## src/rtl/ts_sync_pkg.sv

```systemverilog
// Shared types and defaults for MPEG-2 TS sync recovery.
// Optional flywheel loss tolerance is enabled by defining TS_SYNC_FLYWHEEL_EN.
package ts_sync_pkg;

    typedef enum logic [1:0] {
        HUNT   = 2'd0,
        VERIFY = 2'd1,
        LOCKED = 2'd2
    } ts_state_e;

    localparam int          DEF_PKT_LEN   = 188;
    localparam logic [7:0]  DEF_SYNC_BYTE = 8'h47;
    localparam int          CNT_W         = 8;

    function automatic logic [CNT_W-1:0] sat_inc(input logic [CNT_W-1:0] v);
        return (v == {CNT_W{1'b1}}) ? v : v + CNT_W'(1);
    endfunction

endpackage

```

## src/rtl/ts_pos_counter.sv

```systemverilog
// Modulo-PKT_LEN byte position counter: 1-cycle registered update, advances only when enabled.
// Clear beats load-to-1, which beats the advance.
module ts_pos_counter #(
    parameter int PKT_LEN = 188,
    parameter int POS_W   = $clog2(PKT_LEN)
) (
    input  logic clk,
    input  logic rst,
    input  logic en,
    input  logic load_one,
    input  logic clr,
    output logic pos_zero
);

    logic [POS_W-1:0] pos;

    always_ff @(posedge clk) begin
        if (rst || clr) begin
            pos <= '0;
        end else if (load_one) begin
            pos <= POS_W'(1);
        end else if (en) begin
            pos <= (pos == POS_W'(PKT_LEN - 1)) ? '0 : pos + POS_W'(1);
        end
    end

    assign pos_zero = (pos == '0);

endmodule

```

## src/rtl/ts_sync_module.sv

```systemverilog
// TS sync hunt/verify/lock for one byte lane; byte_out and valid_packet are 1 cycle after byte_in, no back-pressure.
// Define TS_SYNC_FLYWHEEL_EN to tolerate up to LOSS_COUNT-1 consecutive missed syncs while locked.
module ts_sync_module
    import ts_sync_pkg::*;
#(
    parameter int          PKT_LEN    = DEF_PKT_LEN,
    parameter logic [7:0]  SYNC_BYTE  = DEF_SYNC_BYTE,
    parameter int          LOCK_COUNT = 3,
    parameter int          LOSS_COUNT = 3
) (
    input  logic       clk,
    input  logic       rst,
    input  logic [7:0] byte_in,
    input  logic       byte_valid,
    output logic       valid_packet,
    output logic [7:0] byte_out
);

    if (LOCK_COUNT < 2 || LOCK_COUNT > 255) begin : g_lock_range
        $error("LOCK_COUNT must be within 2..255");
    end
    if (LOSS_COUNT < 1 || LOSS_COUNT > 255) begin : g_loss_range
        $error("LOSS_COUNT must be within 1..255");
    end

    localparam logic [CNT_W-1:0] LOCK_TH = CNT_W'(LOCK_COUNT);

    ts_state_e        state, state_d;
    logic [CNT_W-1:0] good_cnt, good_d, good_next;
    logic             is_sync, pos_zero;
    logic             go_hunt, load_one, pulse;

    assign is_sync   = (byte_in == SYNC_BYTE);
    assign good_next = sat_inc(good_cnt);

`ifdef TS_SYNC_FLYWHEEL_EN
    localparam logic [CNT_W-1:0] LOSS_TH = CNT_W'(LOSS_COUNT);
    logic [CNT_W-1:0] miss_cnt, miss_d, miss_next;
    assign miss_next = sat_inc(miss_cnt);
`endif

    ts_pos_counter #(
        .PKT_LEN (PKT_LEN)
    ) u_pos (
        .clk      (clk),
        .rst      (rst),
        .en       (byte_valid && (state != HUNT)),
        .load_one (load_one),
        .clr      (go_hunt),
        .pos_zero (pos_zero)
    );

    always_comb begin
        state_d  = state;
        good_d   = good_cnt;
        go_hunt  = 1'b0;
        load_one = 1'b0;
        pulse    = 1'b0;
`ifdef TS_SYNC_FLYWHEEL_EN
        miss_d   = miss_cnt;
`endif
        if (byte_valid) begin
            case (state)
                HUNT: begin
                    if (is_sync) begin
                        state_d  = VERIFY;
                        good_d   = CNT_W'(1);
                        load_one = 1'b1;
                    end
                end
                VERIFY: begin
                    if (pos_zero) begin
                        if (is_sync) begin
                            good_d = good_next;
                            if (good_next >= LOCK_TH) begin
                                state_d = LOCKED;
                                pulse   = 1'b1;
`ifdef TS_SYNC_FLYWHEEL_EN
                                miss_d  = '0;
`endif
                            end
                        end else begin
                            go_hunt = 1'b1;
                        end
                    end
                end
                LOCKED: begin
                    if (pos_zero) begin
                        if (is_sync) begin
                            good_d = good_next;
                            pulse  = 1'b1;
`ifdef TS_SYNC_FLYWHEEL_EN
                            miss_d = '0;
`endif
                        end else begin
`ifdef TS_SYNC_FLYWHEEL_EN
                            // Keep flywheeling on pos until the miss budget is spent.
                            miss_d = miss_next;
                            if (miss_next >= LOSS_TH) begin
                                go_hunt = 1'b1;
                            end
`else
                            go_hunt = 1'b1;
`endif
                        end
                    end
                end
                default: go_hunt = 1'b1;
            endcase
        end
        if (go_hunt) begin
            state_d = HUNT;
            good_d  = '0;
`ifdef TS_SYNC_FLYWHEEL_EN
            miss_d  = '0;
`endif
        end
    end

    always_ff @(posedge clk) begin
        if (rst) begin
            state        <= HUNT;
            good_cnt     <= '0;
            valid_packet <= 1'b0;
            byte_out     <= 8'h00;
`ifdef TS_SYNC_FLYWHEEL_EN
            miss_cnt     <= '0;
`endif
        end else begin
            state        <= state_d;
            good_cnt     <= good_d;
            valid_packet <= pulse;
`ifdef TS_SYNC_FLYWHEEL_EN
            miss_cnt     <= miss_d;
`endif
            if (byte_valid) begin
                byte_out <= byte_in;
            end
        end
    end

endmodule

```

## config.mk

```make
export PLATFORM = sky130hd
export DESIGN_NAME = ts_sync_module
export DESIGN_NICKNAME = d
export VERILOG_FILES = /design/src/rtl/ts_sync_pkg.sv /design/src/rtl/ts_pos_counter.sv /design/src/rtl/ts_sync_module.sv
export SDC_FILE = /design/constraint.sdc
export NUM_CORES = 1
export LEC_CHECK = 0
export BUFFER_PORTS_ARGS = -buffer_cell sky130_fd_sc_hd__buf_2
export CORE_UTILIZATION = 50
export CTS_CLUSTER_DIAMETER = 80
export DETAILED_ROUTE_END_ITERATION = 8
export GPL_TIMING_DRIVEN = 0
export PLACE_DENSITY = 0.71
export SYNTH_ARGS = -nofsm -noshare
export SYNTH_HDL_FRONTEND = slang
export SYNTH_SLANG_ARGS = --single-unit
```

## constraint.sdc

```tcl
create_clock -name clk -period 2.65 [get_ports clk]
set_input_delay 0.1325 -clock clk [delete_from_list [all_inputs] [get_ports clk]]
set_output_delay 0.1325 -clock clk [all_outputs]
set_load 0.05 [all_outputs]
```

==> results of run 1 <==
power breakdown:
group / switching, mW / internal [mW]
clock: 0.120 / 0.0567
sequential: 0.00331 / 0.413
combinational: 0.0549 / 0.0241
total: 0.178 / 0.494
cell usage in the layout (no fill, tap or decap), types with 2 or more instances in the layout:
master / Yosys / layout
dfxtp_1: 27 / 27
nor2_1: 25 / 25
buf_2: 2 / 20
nand2_1: 13 / 13
a21oi_1: 10 / 10
inv_1: 9 / 9
o21ai_0: 8 / 8
mux2i_1: 8 / 8
nand3_1: 6 / 6
and3_1: 6 / 6
a211oi_1: 6 / 6
ha_1: 6 / 6
nand4_1: 3 / 3
xor2_1: 3 / 3
xnor2_1: 3 / 3
clkbuf_4: 0 / 3
nand2b_1: 2 / 2
and2_1: 2 / 2
clkbuf_1: 2 / 2
nor3_2: 2 / 2
a31oi_1: 2 / 2
nor3_1: 2 / 2
a221oi_2: 2 / 2
worst register-to-register path, stage by stage, from the launching register on:
cell,delay (ns)
dfxtp_1,0.50
ha_1,0.29
nand4_2,0.21
nor2_1,0.29
nor3_2,0.09
or3b_1,0.38
a21oi_1,0.15
per-layer routing:
layer | track usage | wire length [um]
met3 | 0.02009 | 103
met2 | 0.3688 | 1594
met4 | 0.06803 | 45
met1 | 0.2885 | 1512
met5 | 0 | 0
cells by family (layout without fill, tap and decap cells):
family,count (synthesis),in the layout,synth area share
adders and majority gates,6,6,0.04831
buffers and inverters,15,37,0.04509
and+or+nand+nor,74,74,0.2842
muxes,8,8,0.05153
xor gates and xnor gates,6,6,0.03382
DFF,27,27,0.3478
AOI/OAI and AO/OA,42,42,0.1892
cell type report:
| cell class | instances | area, um2 | area share |
|---|---|---|---|
| sequential | 27 | 540.5 | 0.3160 |
| multi-input combinational | 136 | 943.4 | 0.5516 |
| tap | 31 | 38.79 | 0.02268 |
| clock inverter | 1 | 5.005 | 0.002926 |
| buffer | 6 | 36.28 | 0.02121 |
| inverter | 9 | 33.78 | 0.01975 |
| timing repair buffer | 18 | 90.09 | 0.05267 |
| clock buffer | 3 | 22.52 | 0.01317 |
registers in the layout, indices dropped and copies added (netlist names):
name	count
u_pos.pos	8
good_cnt	8
state	2
valid_packet	1
byte_out	8
worst paths after layout:
kind	start	endpoint	slack [ns]	depth (start not counted)
worst max-delay path	good_cnt[0]	good_cnt[1]	0.69	6
worst min-delay path	byte_in[6]	byte_out[6]	0.06	3
worst max register to register	good_cnt[0]	good_cnt[1]	0.69	6
worst min register to register	byte_out[1]	byte_out[1]	0.51	2
==> out/qor.tcl, run 1 <==
set qor(post_cts.resized_instances) 0
set qor(timing.setup.tns_ns) 0
set qor(worst_hold_path_type) {input pin to flip-flop}
set qor(antenna_found_initial) 0
set qor(final_cell_area_um2) 1710
set qor(ys_seq_area_frac) 0.3478
set qor(routed_via_density) 5.918
set qor(hold_ws_ns) 0.06456
set qor(nets) 218
set qor(setup_slack_ns) 0.6905
set qor(cts.root.buffer_cell) {clkbuf_4}
set qor(path_class) {flip-flop to flip-flop}
set qor(cts_tree) {done}
set qor(pin_count) 20
set qor(setup_viol) 0
set qor(max_cap_viol_count) 0
set qor(pwr_density_cell_nw_per_um2) 393.1
set qor(fraction_of_layout_cells_with_a_size_suffix_above_1) 0.1900
set qor(timing.critical_path.slowest_stage_cell) {dfxtp_1}
set qor(crit_path_end_kind) {flip-flop}
set qor(dpl_worst_slack_ns) 0.7340
set qor(synth_async_sr_flop_share) 0
set qor(grt_pass1_vias) 1333
set qor(route.final.wire_length_um) 3255
set qor(fp.dieW_um) 57.75
set qor(clk_pin_slew_worst_paths_ns) 0.14
set qor(detail_route.iter0.violations) 113
set qor(dpl_cell_area_um2) 1683
set qor(cts-buffers-inserted) 3
set qor(netlist-cell-type-count) 51
set qor(fmax_mhz) 510.3
set qor(antenna_violating_nets_post_route) 0
set qor(yosysTopAreaCellShare) 0.3478
set qor(synthesis.instances) 178
set qor(cts.path.max_buffers) 2
set qor(wire_per_inst_um) 14.09
set qor(cpLargestDelayFamily) {simple AND/OR/NAND/NOR gates}
set qor(slew_headroom) 0.6705
set qor(outcome) {finished clean}
set qor(min_tclk_post_route_ns) 1.959
set qor(synth_warnings) 0
set qor(layout.core_utilization) 0.5996
set qor(drt_drc_violations_left) 0
set qor(ant_diodes) 0
set qor(grt_max_degree) 16
set qor(cts-hold-fix-buffers) 0
set qor(max-vdd-ir-drop_mv) 0.2852
set qor(placement.io_buffers) 18
set qor(finalCritPeriodShare) 0.7394
set qor(start_util) 0.5447
set qor(synth_most_common_cell) {dfxtp_1}
set qor(syn_avg_cell_area_um2) 8.730
set qor(cp-start-kind) {flip-flop}
set qor(mappedNetlistArea_um2) 1554
set qor(post_place_cells) 227
set qor(critical_path.max_stage_delay_ns) 0.50
set qor(drtPass1Iterations) 4
set qor(vias) 1367
set qor(h-tree-depth) 1
set qor(cts_post_setup_buffers_inserted) 0
set qor(tightestPinTransition_ns) 0.4943
set qor(cts_sinks) 27
set qor(worstPathBufferInverterCount) 0
set qor(gr-usage-all-layers) 0.2155
set qor(synthToLayoutAreaGrowth_pct) 10.06
set qor(cp_cell_sequence) {ha_1 > nand4_2 > nor2_1 > nor3_2 > or3b_1 > a21oi_1}
set qor(design.die.area_um2) 3335
set qor(most_frequent_cells_after_synthesis) {dfxtp_1 (27), nor2_1 (25), nand2_1 (13)}
set qor(die_h_um) 57.75
set qor(number_of_filler_cells_placed_in_the_layout) 258
set qor(gp_congestion) 0.9092
set qor(post_synth_main_area_contributors) {dfxtp_1 (35%), nor2_1 (6.0%), mux2i_1 (5.2%), ha_1 (4.8%), a21oi_1 (3.2%)}
set qor(power.total_mw) 0.6724
set qor(final-max-slew-violation-count) 0
set qor(detailedPlacementHpwl_um) 2510
set qor(finalClockSkew_ns) 0.005964
set qor(gr-total-overflow) 0
set qor(worstPathRequired_ns) 2.92
set qor(p_leak_nw) 0.6969
set qor(synth_flop_cell) {dfxtp_1}
set qor(core.rowCount) 19
set qor(critical_path_peak_fanout) 8
set qor(final_cells) 231
set qor(synth-seq-cells) 27
set qor(rsz0062_at_grt) {no}
set qor(netlist.top_cell.by_area) {dfxtp_1}
set qor(critical_path_arrival_ns) 2.23
set qor(synth_enable_flop_cells) 0
set qor(clk_latency_ns) 0.33
set qor(syn-num-nets) 195
set qor(timing_hold_violations_final) 0
set qor(grt_first_pass_wirelength_um) 5706
set qor(core_area_um2) 2853
No activity file was read; power rests on OpenSTA's default activity.
==> run 2: changes to the inputs <==
--- a/config.mk
+++ b/config.mk
@@ -5,6 +5,7 @@
 export SDC_FILE = /design/constraint.sdc
 export NUM_CORES = 1
 export LEC_CHECK = 0
+export ABC_AREA = 1
 export BUFFER_PORTS_ARGS = -buffer_cell sky130_fd_sc_hd__buf_2
 export CORE_UTILIZATION = 50
 export CTS_CLUSTER_DIAMETER = 80
==> constraint.sdc (replaced) <==
create_clock -name clk -period 1.9 [get_ports clk]
set_input_delay 0.095 -clock clk [delete_from_list [all_inputs] [get_ports clk]]
set_output_delay 0.095 -clock clk [all_outputs]
set_load 0.05 [all_outputs]
==> out/qor.tcl, run 2 <==
set qor(outcome) {finished clean}
set qor(die_h_um) 57.23 ;# -0.90%
set qor(power.total_mw) 1.051 ;# +56%
set qor(number_of_filler_cells_placed_in_the_layout) 294 ;# +14%
set qor(gr-total-overflow) 0 ;# unchanged
set qor(synth-seq-cells) 27 ;# unchanged
set qor(cts-hold-fix-buffers) 0 ;# unchanged
set qor(finalClockSkew_ns) 0.01667 ;# +0.01070 ns
set qor(gp_congestion) 0.8391 ;# -7.7%
set qor(finalCritPeriodShare) 0.9475 ;# +0.2081
set qor(clk_pin_slew_worst_paths_ns) 0.16 ;# +0.02 ns
set qor(layout.cells.most_common) {nand2_1}
set qor(synth_most_common_cell) {nand2_1}
set qor(placement.io_buffers) 18 ;# unchanged
set qor(wire_per_inst_um) 10.86 ;# -23%
set qor(antenna_found_initial) 0 ;# unchanged
set qor(synth_warnings) 0 ;# unchanged
set qor(cp-start-kind) {flip-flop}
set qor(grt_max_degree) 16 ;# unchanged
set qor(timing.setup.tns_ns) 0 ;# unchanged
set qor(dpl_worst_slack_ns) -0.09737 ;# -0.8314 ns
set qor(core_area_um2) 2829 ;# -0.83%
set qor(fraction_of_layout_cells_with_a_size_suffix_above_1) 0.1739 ;# -0.01609
set qor(cts_tree) {done}
set qor(p_leak_nw) 0.7612 ;# +9.2%
set qor(grt_first_pass_wirelength_um) 5168 ;# -9.4%
set qor(setup_slack_ns) 0.09979 ;# -0.5907 ns
set qor(pin_count) 20 ;# unchanged
set qor(fmax_mhz) 555.5 ;# +8.8%
set qor(netlist-cell-type-count) 29 ;# -43%
set qor(vias) 1452 ;# +6.2%
set qor(nets) 271 ;# +24%
set qor(synth_enable_flop_cells) 0 ;# unchanged
set qor(final_cell_mix) {nand2_1 (65), inv_1 (27), dfxtp_1 (24)}
set qor(synth_flop_cell) {dfxtp_1}
set qor(start_util) 0.5391 ;# -0.005595
set qor(min_tclk_post_route_ns) 1.800 ;# -0.1593 ns
set qor(path_class) {flip-flop to flip-flop}
set qor(slew_headroom) 0.6653 ;# -0.005189
set qor(final_cells) 284 ;# +23%
set qor(fp.dieW_um) 57.23 ;# -0.90%
set qor(mappedNetlistArea_um2) 1525 ;# -1.9%
set qor(h-tree-depth) 1 ;# unchanged
set qor(drtPass1Iterations) 4 ;# unchanged
set qor(clk_latency_ns) 0.34 ;# about the same
set qor(design.die.area_um2) 3275 ;# -1.8%
set qor(largest_registers) {byte_out (8), good_cnt (8), u_pos.pos (8)}
set qor(worst_hold_path_type) {input pin to flip-flop}
set qor(gr-usage-all-layers) 0.2004 ;# -0.01508
set qor(netlist.top_cell.by_area) {dfxtp_1}
set qor(post_place_cells) 275 ;# +21%
set qor(synth_async_sr_flop_share) 0 ;# unchanged
set qor(routed_via_density) 5.113 ;# -14%
set qor(cts.root.buffer_cell) {clkbuf_4}
set qor(crit_path_end_kind) {flip-flop}
set qor(most_frequent_cells_after_synthesis) {nand2_1 (65), inv_1 (28), dfxtp_1 (27)}
set qor(synthToLayoutAreaGrowth_pct) 15.26
set qor(hold_ws_ns) 0.01671 ;# -0.04785 ns
set qor(tightestPinTransition_ns) 0.5021 ;# +0.007783 ns
set qor(setup_viol) 0 ;# unchanged
set qor(post_synth_main_area_contributors) {dfxtp_1 (35%), nand2_1 (16%), inv_1 (6.9%), a21oi_1 (6.2%), ha_1 (4.9%)}
set qor(cts.path.max_buffers) 2 ;# unchanged
set qor(dpl_cell_area_um2) 1654 ;# -1.7%
set qor(ys_seq_area_frac) 0.3544 ;# +0.006563
set qor(route.final.wire_length_um) 3085 ;# -5.2%
set qor(cts_sinks) 27 ;# unchanged
set qor(core.rowCount) 19 ;# unchanged
set qor(max_cap_viol_count) 0 ;# unchanged
set qor(drt_drc_violations_left) 0 ;# unchanged
set qor(antenna_violating_nets_post_route) 0 ;# unchanged
set qor(yosysTopAreaCellShare) 0.3544 ;# +0.006563
set qor(critical_path_peak_fanout) 7 ;# -1
set qor(detail_route.iter0.violations) 61 ;# -46%
set qor(final_cell_area_um2) 1758 ;# +2.8%
set qor(syn_avg_cell_area_um2) 6.749 ;# -23%
set qor(grt_pass1_vias) 1242 ;# -6.8%
set qor(timing_hold_violations_final) 0 ;# unchanged
set qor(ant_diodes) 0 ;# unchanged
set qor(cts-buffers-inserted) 3 ;# unchanged
set qor(final-max-slew-violation-count) 0 ;# unchanged
set qor(pwr_density_cell_nw_per_um2) 597.6 ;# +52%
set qor(detailedPlacementHpwl_um) 2305 ;# -8.2%
set qor(syn-num-nets) 243 ;# +25%
set qor(worstPathRequired_ns) 2.15 ;# -0.77 ns
set qor(synthesis.instances) 226 ;# +27%
set qor(max-vdd-ir-drop_mv) 0.3830 ;# +34%
set qor(layout.core_utilization) 0.6214 ;# +0.02185
set qor(critical_path_arrival_ns) 2.05 ;# -0.18 ns
run 2: cell count changes in the layout (fill, tap and decap cells not counted), moves of 8 or more:
cell	previous run	this run
nand2_1	13	65
mux2i_1	8	0
inv_1	9	27
a21oi_1	10	18
run 2: cells by family after synthesis:
| group | count (synthesis) | share of synthesized area |
|---|---|---|
| simple gates | 121 | 0.3634 |
| compound gates | 35 | 0.1288 |
| buf+inv | 33 | 0.08121 |
| flops | 27 | 0.3544 |
| fa+ha+maj | 6 | 0.04922 |
| xor+xnor | 4 | 0.02297 |
run 2: final cells by class:
cell class              instances  area, um2  share of cell area
flip-flops and latches         27      544.3              0.3096
clock inverters                 1      5.005            0.002847
inverters                      31      117.6             0.06690
plain buffers                   2      7.507            0.004270
repair buffers                 23      127.6             0.07260
well taps                      31      38.79             0.02206
multi-input cells             166      894.6              0.5089
clock buffers                   3      22.52             0.01281
run 2: per-layer routing:
metal  up-vias  routed length (um)  global-route usage
met2        17                1451              0.3294
met5         -                   0                   0
met1       638                1513              0.2695
li1        790                   -                   -
met4         0                  55             0.08362
met3         7                  65             0.02041
run 2: power by group:
part           internal [mW]  leakage (nW)  switching, mW
Sequential             0.584         0.221         0.0106
Clock                 0.0791        0.0177          0.175
Combinational         0.0602         0.523          0.142
Total                  0.723         0.761          0.328
run 2: worst paths after layout:
kind                    start      endpoint  slack, ns  cells after the start
setup reg to reg     state[0]  u_pos.pos[3]        0.1                      7
hold / removal     byte_in[0]   byte_out[0]       0.02                      3
hold reg to reg   byte_out[0]   byte_out[0]       0.47                      2
setup / recovery     state[0]  u_pos.pos[3]        0.1                      7
run 2: critical path: stages (launching register included):
cell and delay (ns):
dfxtp_1 0.40, inv_1 0.08, ha_1 0.37, inv_1 0.14, a21oi_1 0.09, a21oi_2 0.26
o21ai_2 0.17, a211oi_1 0.20
run 2: what timing repair did:
action | CTS | global route
setup endpoints to repair | 14 | 13
resized for setup | 4 | 8
pin swaps | 0 | 2
setup buffers | 0 | 5
